File: config.mk
export PLATFORM = sky130hd
export DESIGN_NAME = vga_frame_mon_flat
export DESIGN_NICKNAME = d
export VERILOG_FILES = /design/src/rtl/vga_frame_mon_if.sv /design/src/rtl/vga_frame_mon.sv /design/src/flat_wrapper.sv
export SDC_FILE = /design/constraint.sdc
export NUM_CORES = 1
export LEC_CHECK = 0
export BUFFER_PORTS_ARGS = -buffer_cell sky130_fd_sc_hd__buf_4
export CELL_PAD_IN_SITES_DETAIL_PLACEMENT = 0
export CELL_PAD_IN_SITES_GLOBAL_PLACEMENT = 2
export CORE_ASPECT_RATIO = 1.2
export CORE_MARGIN = 2
export CORE_UTILIZATION = 39
export CTS_CLUSTER_SIZE = 16
export DETAILED_ROUTE_END_ITERATION = 8
export PLACE_DENSITY = 0.88
export REMOVE_ABC_BUFFERS = 1
export SLEW_MARGIN = 30
export SYNTH_ARGS = -nofsm -noshare
export SYNTH_HDL_FRONTEND = slang
export SYNTH_SLANG_ARGS = --single-unit
File: constraint.sdc
create_clock -name clk -period 15.9 [get_ports clk]
set_input_delay 2.385 -clock clk [delete_from_list [all_inputs] [get_ports clk]]
set_output_delay 2.385 -clock clk [all_outputs]
set_load 0.03 [all_outputs]
File: src/rtl/vga_frame_mon_if.sv
// Pixel-bus and result-record bundle shared by the video source/reader and
// the frame monitor. PW is the pixel width in bits (CH*BPC).
interface vga_frame_mon_if #(
    parameter int PW = 24
);
    // video side
    logic          pix_en;
    logic [PW-1:0] pixel_data;
    logic          line_active;
    logic          frame_end;
    // result side
    logic          synced;
    logic          res_valid;
    logic          res_ready;
    logic [15:0]   res_frame_idx;
    logic [15:0]   res_lines;
    logic [15:0]   res_bad_lines;
    logic [31:0]   res_checksum;
    logic          res_ok;
    logic          overflow;

    // master: video generator plus result reader
    modport master (
        output pix_en, pixel_data, line_active, frame_end, res_ready,
        input  synced, res_valid, res_frame_idx, res_lines, res_bad_lines,
               res_checksum, res_ok, overflow
    );

    // slave: the frame monitor
    modport slave (
        input  pix_en, pixel_data, line_active, frame_end, res_ready,
        output synced, res_valid, res_frame_idx, res_lines, res_bad_lines,
               res_checksum, res_ok, overflow
    );
endinterface

File: src/rtl/vga_frame_mon.sv
// Video frame monitor: checks per-frame geometry against WIDTH x HEIGHT,
// folds every active pixel into a rotate/xor signature, and offers one
// result record per frame through a single-entry valid/ready register.
module vga_frame_mon #(
    parameter int WIDTH  = 640,
    parameter int HEIGHT = 480,
    parameter int CH     = 3,
    parameter int BPC    = 8
) (
    input  logic            clk,
    input  logic            rst,
    vga_frame_mon_if.slave  bus
);
    localparam int PCW = $clog2(WIDTH + 2);
    localparam logic [PCW-1:0] PIX_MAX = PCW'(WIDTH + 1);
    localparam logic [PCW-1:0] PIX_EXP = PCW'(WIDTH);
    localparam logic [15:0]    LINES_EXP = 16'(HEIGHT);

    generate
        if (CH * BPC > 32) begin : g_bad_pixel_width
            $error("vga_frame_mon: CH*BPC must not exceed 32");
        end
        if (WIDTH < 1 || HEIGHT < 1) begin : g_bad_geometry
            $error("vga_frame_mon: WIDTH and HEIGHT must be at least 1");
        end
    endgenerate

    typedef enum logic {S_SYNC, S_RUN} state_t;

    state_t          r_state, w_state_next;
    logic            r_la, r_la_d, r_fe, r_fe_d;
    logic [PCW-1:0]  r_pix_cnt;
    logic [15:0]     r_line_cnt, r_bad_cnt, r_frame_idx;
    logic [31:0]     r_csum;
    logic            r_res_valid, r_res_ok, r_ovf;
    logic [15:0]     r_res_idx, r_res_lines, r_res_bad;
    logic [31:0]     r_res_csum;

    logic            w_la_fall, w_fe_rise, w_run, w_take, w_close, w_frame, w_sync_hit;
    logic [PCW-1:0]  w_pix_a, w_pix_b;
    logic [31:0]     w_csum_a, w_pix32;
    logic [15:0]     w_line_b, w_bad_b;
    logic            w_ok;

    // Frame-level control: SYNC waits for the first frame_end edge, RUN measures frames.
    always_comb begin
        w_state_next = r_state;
        w_sync_hit   = 1'b0;
        w_frame      = 1'b0;
        case (r_state)
            S_SYNC: if (w_fe_rise) begin
                w_state_next = S_RUN;
                w_sync_hit   = 1'b1;
            end
            S_RUN: w_frame = w_fe_rise;
            default: w_state_next = S_SYNC;
        endcase
    end

    // State register.
    always_ff @(posedge clk or posedge rst) begin
        if (rst) r_state <= S_SYNC;
        else     r_state <= w_state_next;
    end

    // Single input register on the framing signals plus previous-sample copies for edges.
    always_ff @(posedge clk or posedge rst) begin
        if (rst) begin
            r_la   <= 1'b0;
            r_la_d <= 1'b0;
            r_fe   <= 1'b0;
            r_fe_d <= 1'b0;
        end else begin
            r_la   <= bus.line_active;
            r_la_d <= r_la;
            r_fe   <= bus.frame_end;
            r_fe_d <= r_fe;
        end
    end

    assign w_la_fall = r_la_d & ~r_la;
    assign w_fe_rise = r_fe & ~r_fe_d;
    assign w_run     = (r_state == S_RUN);
    // Pixels use the raw strobe/line_active so data and qualifier share one edge.
    assign w_take    = w_run & bus.pix_en & bus.line_active;
    // A line still open when the frame ends is closed and counted with that frame.
    assign w_close   = w_run & (w_la_fall | (w_fe_rise & r_la));
    assign w_pix32   = 32'(bus.pixel_data);

    // Fold pixel, then line end, then frame end, so coincident events all land in this frame.
    always_comb begin
        w_pix_a  = r_pix_cnt;
        w_csum_a = r_csum;
        if (w_take) begin
            w_pix_a  = (r_pix_cnt == PIX_MAX) ? r_pix_cnt : r_pix_cnt + PCW'(1);
            w_csum_a = {r_csum[30:0], r_csum[31]} ^ w_pix32;
        end
        w_line_b = r_line_cnt;
        w_bad_b  = r_bad_cnt;
        w_pix_b  = w_pix_a;
        if (w_close) begin
            w_line_b = (r_line_cnt == 16'hFFFF) ? r_line_cnt : r_line_cnt + 16'd1;
            if (w_pix_a != PIX_EXP)
                w_bad_b = (r_bad_cnt == 16'hFFFF) ? r_bad_cnt : r_bad_cnt + 16'd1;
            w_pix_b = '0;
        end
        w_ok = (w_line_b == LINES_EXP) && (w_bad_b == 16'd0);
    end

    // Per-frame accumulators; cleared at every frame boundary and on synchronisation.
    always_ff @(posedge clk or posedge rst) begin
        if (rst) begin
            r_pix_cnt   <= '0;
            r_line_cnt  <= '0;
            r_bad_cnt   <= '0;
            r_csum      <= '0;
            r_frame_idx <= '0;
        end else if (w_sync_hit || w_frame) begin
            r_pix_cnt   <= '0;
            r_line_cnt  <= '0;
            r_bad_cnt   <= '0;
            r_csum      <= '0;
            r_frame_idx <= w_sync_hit ? 16'd0 : r_frame_idx + 16'd1;
        end else begin
            r_pix_cnt   <= w_pix_b;
            r_line_cnt  <= w_line_b;
            r_bad_cnt   <= w_bad_b;
            r_csum      <= w_csum_a;
        end
    end

    // Single-entry result register: load when empty or being read, else drop and flag.
    always_ff @(posedge clk or posedge rst) begin
        if (rst) begin
            r_res_valid <= 1'b0;
            r_res_idx   <= '0;
            r_res_lines <= '0;
            r_res_bad   <= '0;
            r_res_csum  <= '0;
            r_res_ok    <= 1'b0;
            r_ovf       <= 1'b0;
        end else if (w_frame && (!r_res_valid || bus.res_ready)) begin
            r_res_valid <= 1'b1;
            r_res_idx   <= r_frame_idx;
            r_res_lines <= w_line_b;
            r_res_bad   <= w_bad_b;
            r_res_csum  <= w_csum_a;
            r_res_ok    <= w_ok;
        end else if (w_frame) begin
            r_ovf       <= 1'b1;
        end else if (r_res_valid && bus.res_ready) begin
            r_res_valid <= 1'b0;
        end
    end

    assign bus.synced        = w_run;
    assign bus.res_valid     = r_res_valid;
    assign bus.res_frame_idx = r_res_idx;
    assign bus.res_lines     = r_res_lines;
    assign bus.res_bad_lines = r_res_bad;
    assign bus.res_checksum  = r_res_csum;
    assign bus.res_ok        = r_res_ok;
    assign bus.overflow      = r_ovf;
endmodule

File: src/flat_wrapper.sv
// flat-port wrapper written by rule: the top's interface ports become plain ports
module vga_frame_mon_flat 
#(
    parameter int WIDTH  = 640,
    parameter int HEIGHT = 480,
    parameter int CH     = 3,
    parameter int BPC    = 8
)
  (clk, rst, bus_pix_en, bus_pixel_data, bus_line_active, bus_frame_end, bus_res_ready, bus_synced, bus_res_valid, bus_res_frame_idx, bus_res_lines, bus_res_bad_lines, bus_res_checksum, bus_res_ok, bus_overflow);
  vga_frame_mon_if #(.PW((24))) bus_i ();
  input  logic clk;
  input  logic rst;
  input wire logic [$bits(bus_i.pix_en)-1:0] bus_pix_en;
  input wire logic [$bits(bus_i.pixel_data)-1:0] bus_pixel_data;
  input wire logic [$bits(bus_i.line_active)-1:0] bus_line_active;
  input wire logic [$bits(bus_i.frame_end)-1:0] bus_frame_end;
  input wire logic [$bits(bus_i.res_ready)-1:0] bus_res_ready;
  output wire logic [$bits(bus_i.synced)-1:0] bus_synced;
  output wire logic [$bits(bus_i.res_valid)-1:0] bus_res_valid;
  output wire logic [$bits(bus_i.res_frame_idx)-1:0] bus_res_frame_idx;
  output wire logic [$bits(bus_i.res_lines)-1:0] bus_res_lines;
  output wire logic [$bits(bus_i.res_bad_lines)-1:0] bus_res_bad_lines;
  output wire logic [$bits(bus_i.res_checksum)-1:0] bus_res_checksum;
  output wire logic [$bits(bus_i.res_ok)-1:0] bus_res_ok;
  output wire logic [$bits(bus_i.overflow)-1:0] bus_overflow;
  assign bus_i.pix_en = bus_pix_en;
  assign bus_i.pixel_data = bus_pixel_data;
  assign bus_i.line_active = bus_line_active;
  assign bus_i.frame_end = bus_frame_end;
  assign bus_i.res_ready = bus_res_ready;
  assign bus_synced = bus_i.synced;
  assign bus_res_valid = bus_i.res_valid;
  assign bus_res_frame_idx = bus_i.res_frame_idx;
  assign bus_res_lines = bus_i.res_lines;
  assign bus_res_bad_lines = bus_i.res_bad_lines;
  assign bus_res_checksum = bus_i.res_checksum;
  assign bus_res_ok = bus_i.res_ok;
  assign bus_overflow = bus_i.overflow;
  vga_frame_mon #(.WIDTH(WIDTH), .HEIGHT(HEIGHT), .CH(CH), .BPC(BPC)) u_core (.clk(clk), .rst(rst), .bus(bus_i));
endmodule
# After elaboration in Yosys (flattened, before gate mapping)
# Cells that the tools add are included.
[classes]
n_reduce_logical = 10
n_eq_ne = 6
addsub = 4
n_bitwise = 11
muxes = 21
[ops]
columns = ["op", "count"]
rows = [
  ["16-bit 2-to-1 mux", 8],
  ["32-bit 2-to-1 mux", 2],
  ["16-bit by 1-bit adder with 16-bit output (second input constant)", 3],
  ["10-bit 2-to-1 mux", 4],
  ["16-bit equality test (second input constant)", 2],
  ["32-bit by 24-bit XOR with 32-bit output", 1],
  ["16-bit by 9-bit equality test with 1-bit output (second input constant)", 1],
  ["16-bit logical NOT", 1],
  ["10-bit by 1-bit adder with 10-bit output (second input constant)", 1],
  ["10-bit equality test (second input constant)", 1],
  ["10-bit inequality test (second input constant)", 1],
  ["1-bit 2-to-1 mux", 7],
  ["1-bit AND", 6],
  ["2-bit AND reduction", 2],
  ["1-bit logical AND", 3],
  ["1-bit NOT", 3],
  ["1-bit logical OR", 2],
  ["2-bit inequality test (second input constant)", 1],
  ["2-bit nonzero test", 1],
  ["1-bit logical NOT", 1],
  ["1-bit bitwise OR", 1],
]
[totals]
wordCells = 69
output_inout_bits = 84
inputBits = 30
register_bits = 178

# Longest topological paths before layout
[depth]
word_depth = 8
mapped_depth = 11
depth_no_buf = 10

# Worst setup path before layout
# OpenSTA, ideal clock, no wires.
[synth_timing]
kind = "input-to-reg"
start = "input port bus_line_active"
end = "register u_core.r_res_ok, in the netlist u_core.bus.res_ok"
arrival_time_ns = 4.246
setup_ns = 0.067
required_time_ns = 15.833
cell_stages = 9
setup_slack_ns = 11.587
cell_sequence = "nand3_4 or3_4 o31ai_4 nand4_1 buf_2 and3_4 xor2_1 nor4_1 a32o_1"
[synth_between]
elab_chain_len = 7
[synth_rtl]
columns = ["element", "line", "source"]
rows = [
  ["start: declaration", "flat_wrapper.sv:15", "input wire logic [$bits(bus_i.line_active)-1:0] bus_line_active;"],
  ["1-bit AND", "vga_frame_mon.sv:85", "assign w_take = w_run & bus.pix_en & bus.line_active;"],
  ["10-bit 2-to-1 mux", "vga_frame_mon.sv:94", "if (w_take) begin"],
  ["10-bit inequality test", "vga_frame_mon.sv:103", "if (w_pix_a != PIX_EXP)"],
  ["16-bit 2-to-1 mux", "vga_frame_mon.sv:103", ""],
  ["16-bit 2-to-1 mux", "vga_frame_mon.sv:101", "if (w_close) begin"],
  ["16-bit logical NOT", "vga_frame_mon.sv:107", "w_ok = (w_line_b == LINES_EXP) && (w_bad_b == 16'd0);"],
  ["1-bit logical AND", "vga_frame_mon.sv:107", ""],
  ["end signal: assignment", "vga_frame_mon.sv:148", "r_res_ok <= w_ok;"],
  ["end: declaration", "vga_frame_mon.sv:35", "logic r_res_valid, r_res_ok, r_ovf;"],
]
# Every way passes these cells.
# A chain may end at the register's enable or synchronous reset.

# Final worst setup path
# Ends and elaborated chain as after synthesis.

==> impl_metrics.xml <==
<?xml version="1.0" encoding="UTF-8"?>
<metrics>
  <group name="die">
    <metric name="placementRows" unit="">57</metric>
    <metric name="die_area" unit="sq mm">0.0220</metric>
    <metric name="fp.coreArea" unit="sq mm">0.0203</metric>
    <metric name="start_util" unit="%">39.9</metric>
    <metric name="die_w" unit="um">136</metric>
    <metric name="fp.dieH" unit="um">162</metric>
    <metric name="io_pins" unit="">114</metric>
  </group>
  <group name="route">
    <metric name="via_count" unit="">5942</metric>
    <metric name="drt_iter0_markers" unit="">262</metric>
    <metric name="vias_per_cell" unit="">5.01</metric>
    <metric name="wl_met1" unit="mm">8.06</metric>
    <metric name="ant_nets" unit="">0</metric>
    <metric name="drt_drc_violations_left" unit="">0</metric>
    <metric name="met3_wirelength" unit="um">544</metric>
    <metric name="met2_wirelength" unit="mm">8.27</metric>
    <metric name="routedWlPerCell" unit="um">14.4</metric>
    <metric name="detailed_routing_iterations_pass_1" unit="">4</metric>
    <metric name="maxUsedRoutingLayer" unit="">met4</metric>
    <metric name="drt_wl_total" unit="mm">17.1</metric>
  </group>
  <group name="power">
    <metric name="power.share.sequential" unit="%">45.2</metric>
    <metric name="internal_power" unit="mW">0.844</metric>
    <metric name="power-per-cell-area" unit="mW/mm^2">120</metric>
    <metric name="sw_share" unit="%">28.4</metric>
    <metric name="vdd.ir_drop.worst" unit="mV">0.0771</metric>
    <metric name="power.share.combinational" unit="%">17.3</metric>
    <metric name="leakage" unit="nW">4.49</metric>
    <metric name="switchingPower" unit="mW">0.334</metric>
    <metric name="clock_power_share" unit="%">37.5</metric>
  </group>
  <group name="timing">
    <metric name="setup_repair_after_global_routing_missed_its_margin" unit="">no</metric>
    <metric name="timing.final.setup_violations" unit="">0</metric>
    <metric name="report.final.slew_viol_count" unit="">0</metric>
    <metric name="timing.slew.headroom" unit="%">42.8</metric>
    <metric name="timing.hold.ws" unit="ps">417</metric>
    <metric name="top_achievable_clock_speed" unit="MHz">198</metric>
    <metric name="final.setup.tns" unit="ps">0</metric>
    <metric name="finalHoldViolations" unit="">0</metric>
    <metric name="period_minus_slack" unit="ps">5050</metric>
    <metric name="final_min_period_over_clock_period" unit="%">31.8</metric>
    <metric name="finalClockSkew" unit="ps">6.99</metric>
    <metric name="timing_worst_slew_pin_value" unit="ps">851</metric>
  </group>
  <group name="logic_synthesis">
    <metric name="asyncSetResetFlopFracSynth" unit="%">100</metric>
    <metric name="number_of_flops_mapped_to_enable_cells_by_yosys" unit="">0</metric>
    <metric name="ys_types" unit="">58</metric>
    <metric name="synth-compound-area-share" unit="%">9.95</metric>
    <metric name="synth.yosys.warnings" unit="">0</metric>
    <metric name="avgSynthCellArea" unit="sq um">9.88</metric>
    <metric name="seq_area_frac_synth" unit="%">54.9</metric>
    <metric name="postSynthCellCount" unit="">821</metric>
    <metric name="synth_simple_gate_area_share" unit="%">20.4</metric>
    <metric name="ys.flop_type" unit="">sky130_fd_sc_hd__dfrtp_1</metric>
    <metric name="synth_mux_area_share" unit="%">4.55</metric>
    <metric name="yosys.area_share.adder" unit="%">0.771</metric>
    <metric name="post_synth_xor_area_fraction" unit="%">6.91</metric>
    <metric name="synth_area" unit="sq mm">0.00811</metric>
    <metric name="synth_top_family_by_area" unit="">simple AND/OR/NAND/NOR gates</metric>
    <metric name="postSynthRegisterBits" unit="">178</metric>
  </group>
  <group name="global_route">
    <metric name="first_global_vias" unit="">5811</metric>
    <metric name="grt_first_pass_wirelength" unit="mm">29.1</metric>
    <metric name="antenna_found_initial" unit="">0</metric>
    <metric name="grt_remaining_overflow" unit="">0</metric>
    <metric name="overall_routing_resource_usage" unit="%">16.6</metric>
    <metric name="grt_start_max_net_pins" unit="">114</metric>
  </group>
  <group name="clock_network">
    <metric name="holdBufCountCts" unit="">0</metric>
    <metric name="clock-sinks" unit="">178</metric>
    <metric name="htreeDepth" unit="">4</metric>
    <metric name="numCtsBuffers" unit="">17</metric>
    <metric name="clk_root_buffer_cell" unit="">sky130_fd_sc_hd__clkbuf_16</metric>
    <metric name="clock_tree_from_tritoncts" unit="">yes</metric>
    <metric name="post_cts.repair.setup_buffers" unit="">0</metric>
    <metric name="post_cts.resized_instances" unit="">0</metric>
    <metric name="insertion_delay" unit="ps">420</metric>
    <metric name="cts.reportedPaths.clkPinSlew" unit="ps">60</metric>
    <metric name="cts_max_path_buffers" unit="">2</metric>
  </group>
  <group name="setup_path">
    <metric name="reg2regPathDepth" unit="">8</metric>
    <metric name="start_kind" unit="">primary input</metric>
    <metric name="criticalPathCategory" unit="">primary input to flip-flop</metric>
    <metric name="critical_path_peak_fanout" unit="">55</metric>
    <metric name="worst_ep_arrival_time" unit="ps">5360</metric>
    <metric name="cp_data_required_time" unit="ps">16210</metric>
    <metric name="critical_path.endpoint_type" unit="">flip-flop</metric>
  </group>
  <group name="min_path">
    <metric name="worst_hold_path.num_cells" unit="">0</metric>
    <metric name="timing.hold.worst.class" unit="">flip-flop to flip-flop</metric>
  </group>
  <group name="placed_design">
    <metric name="dp_wirelength" unit="mm">11.6</metric>
    <metric name="postPlaceCellArea" unit="sq mm">0.00917</metric>
    <metric name="routability_cong" unit="">0.838</metric>
    <metric name="numPortBuffers" unit="">113</metric>
  </group>
  <group name="job">
    <metric name="drv.max_cap_violation_count" unit="">0</metric>
  </group>
  <group name="finish">
    <metric name="multiInputGateArea" unit="sq mm">0.00347</metric>
    <metric name="drive_above_1_share" unit="%">19.1</metric>
    <metric name="fin_area" unit="sq mm">0.00979</metric>
    <metric name="layout.cells.most_common" unit="">sky130_fd_sc_hd__dfrtp_1</metric>
    <metric name="diodes" unit="">0</metric>
    <metric name="sequential_cell_area" unit="sq mm">0.00445</metric>
    <metric name="area_delta_synth_final" unit="%">20.6</metric>
    <metric name="commonest_cells_after_routing_fill_and_taps_aside" unit="">sky130_fd_sc_hd__dfrtp_1, sky130_fd_sc_hd__nor2_1, sky130_fd_sc_hd__buf_4</metric>
    <metric name="final.fill_count" unit="">2019</metric>
    <metric name="layout.nets" unit="">946</metric>
  </group>
  <group name="run_status">
    <metric name="status" unit="">finished, final reports clean</metric>
  </group>
</metrics>
## layout make-up
class                           instances  share of cell area (%)
Sequential cell                       178                    45.5
Tap cell                              265                    3.39
Multi-Input combinational cell        591                    35.5
Clock inverter                         12                    1.84
Inverter                                6                   0.307
Clock buffer                           18                    4.49
Timing Repair Buffer                  117                    8.97
## power groups by stage
stage | Combinational [mW] | Sequential [mW] | Clock (mW)
after global routing | 0.226 | 0.539 | 0.474
after floorplan | 0.0842 | 0.587 | 0
after global placement | 0.206 | 0.540 | 0
after CTS | 0.209 | 0.532 | 0.456
after detailed placement | 0.208 | 0.540 | 0
final | 0.204 | 0.532 | 0.442
## worst paths after layout
check / startpoint / endpoint / slack, ps
worst max-delay path: bus_line_active / u_core.bus.res_ok / 10850
worst min-delay path: u_core.r_la / u_core.r_la_d / 420
worst max register to register: u_core.bus.synced / u_core.bus.res_ok / 12460
worst min register to register: u_core.r_la / u_core.r_la_d / 420
max in group asynchronous: rst / u_core.r_pix_cnt[1] / 12440
min in group asynchronous: rst / u_core.bus.res_checksum[15] / 2120
## synth_stat cells (5+ instances only)
| cell type | n | area share (%) |
|---|---|---|
| sky130_fd_sc_hd__nand2b_1 | 5 | 0.39 |
| sky130_fd_sc_hd__dfrtp_1 | 178 | 55 |
| sky130_fd_sc_hd__clkbuf_1 | 35 | 1.6 |
| sky130_fd_sc_hd__buf_2 | 5 | 0.31 |
| sky130_fd_sc_hd__nor4_1 | 5 | 0.39 |
| sky130_fd_sc_hd__ha_1 | 5 | 0.77 |
| sky130_fd_sc_hd__mux2_2 | 15 | 2.1 |
| sky130_fd_sc_hd__and3_1 | 12 | 0.93 |
| sky130_fd_sc_hd__and2_1 | 5 | 0.39 |
| sky130_fd_sc_hd__and4_1 | 7 | 0.76 |
| sky130_fd_sc_hd__mux2i_1 | 20 | 2.5 |
| sky130_fd_sc_hd__o21ai_0 | 69 | 4.3 |
| sky130_fd_sc_hd__nor2_1 | 122 | 5.6 |
| sky130_fd_sc_hd__inv_1 | 6 | 0.28 |
| sky130_fd_sc_hd__nand3_1 | 26 | 1.6 |
| sky130_fd_sc_hd__or3_1 | 5 | 0.39 |
| sky130_fd_sc_hd__xnor2_1 | 43 | 4.6 |
| sky130_fd_sc_hd__a21oi_1 | 31 | 1.9 |
| sky130_fd_sc_hd__nand4_1 | 19 | 1.5 |
| sky130_fd_sc_hd__nand2_1 | 103 | 4.8 |
| sky130_fd_sc_hd__xor2_1 | 21 | 2.3 |
| sky130_fd_sc_hd__o21ai_1 | 7 | 0.43 |
| sky130_fd_sc_hd__nor3_1 | 15 | 0.93 |
## logic make-up (layout without fill, tap and decap cells)
| kind of cell | count (synthesis) | count (layout) |
|---|---|---|
| multiplexers | 35 | 35 |
| buffers and inverters | 52 | 153 |
| AO/OA/AOI/OAI | 138 | 138 |
| AND/OR/NAND/NOR | 349 | 349 |
| flip-flops | 178 | 178 |
| XOR/XNOR | 64 | 64 |
| adder cells (fa/ha/maj) | 5 | 5 |
## worst max-delay path, cell delays in order
cell and delay (ps):
sky130_fd_sc_hd__buf_4 120, sky130_fd_sc_hd__nand3_4 450, sky130_fd_sc_hd__or3_4 600, sky130_fd_sc_hd__o31ai_4 320, sky130_fd_sc_hd__nand4_1 470, sky130_fd_sc_hd__and4b_1 400, sky130_fd_sc_hd__o21a_1 170, sky130_fd_sc_hd__and4_1 180
sky130_fd_sc_hd__a32o_1 240
## per-layer routing
metal | up-vias | track usage, %
met5 | - | 0
met4 | 0 | 5.87
met3 | 22 | 3.00
met2 | 95 | 27.2
met1 | 2830 | 22.2
li1 | 2995 | -
## per-stage QoR
| step | power [mW] | util (%) | std cells | worst slack (ps) |
|---|---|---|---|---|
| global route | 1.24 | 48.2 | 1187 | 10660 |
| global placement | 0.746 | 45.1 | 1157 | 10390 |
| detailed placement | 0.749 | 45.1 | 1157 | 10390 |
| CTS | 1.20 | 48.2 | 1187 | 10840 |
| finish | 1.18 | 48.2 | 1187 | 10850 |
| floorplan | 0.671 | - | 775 | 8670 |
## flip-flops by register name (all words and copies together) (netlist names), 10 cells and up
name                      cells
u_core.bus.res_lines         16
u_core.r_csum                32
u_core.bus.res_bad_lines     16
u_core.r_frame_idx           16
u_core.r_pix_cnt             10
u_core.r_line_cnt            16
u_core.r_bad_cnt             16
u_core.bus.res_frame_idx     16
u_core.bus.res_checksum      32
(Power assumes the default switching activity.)
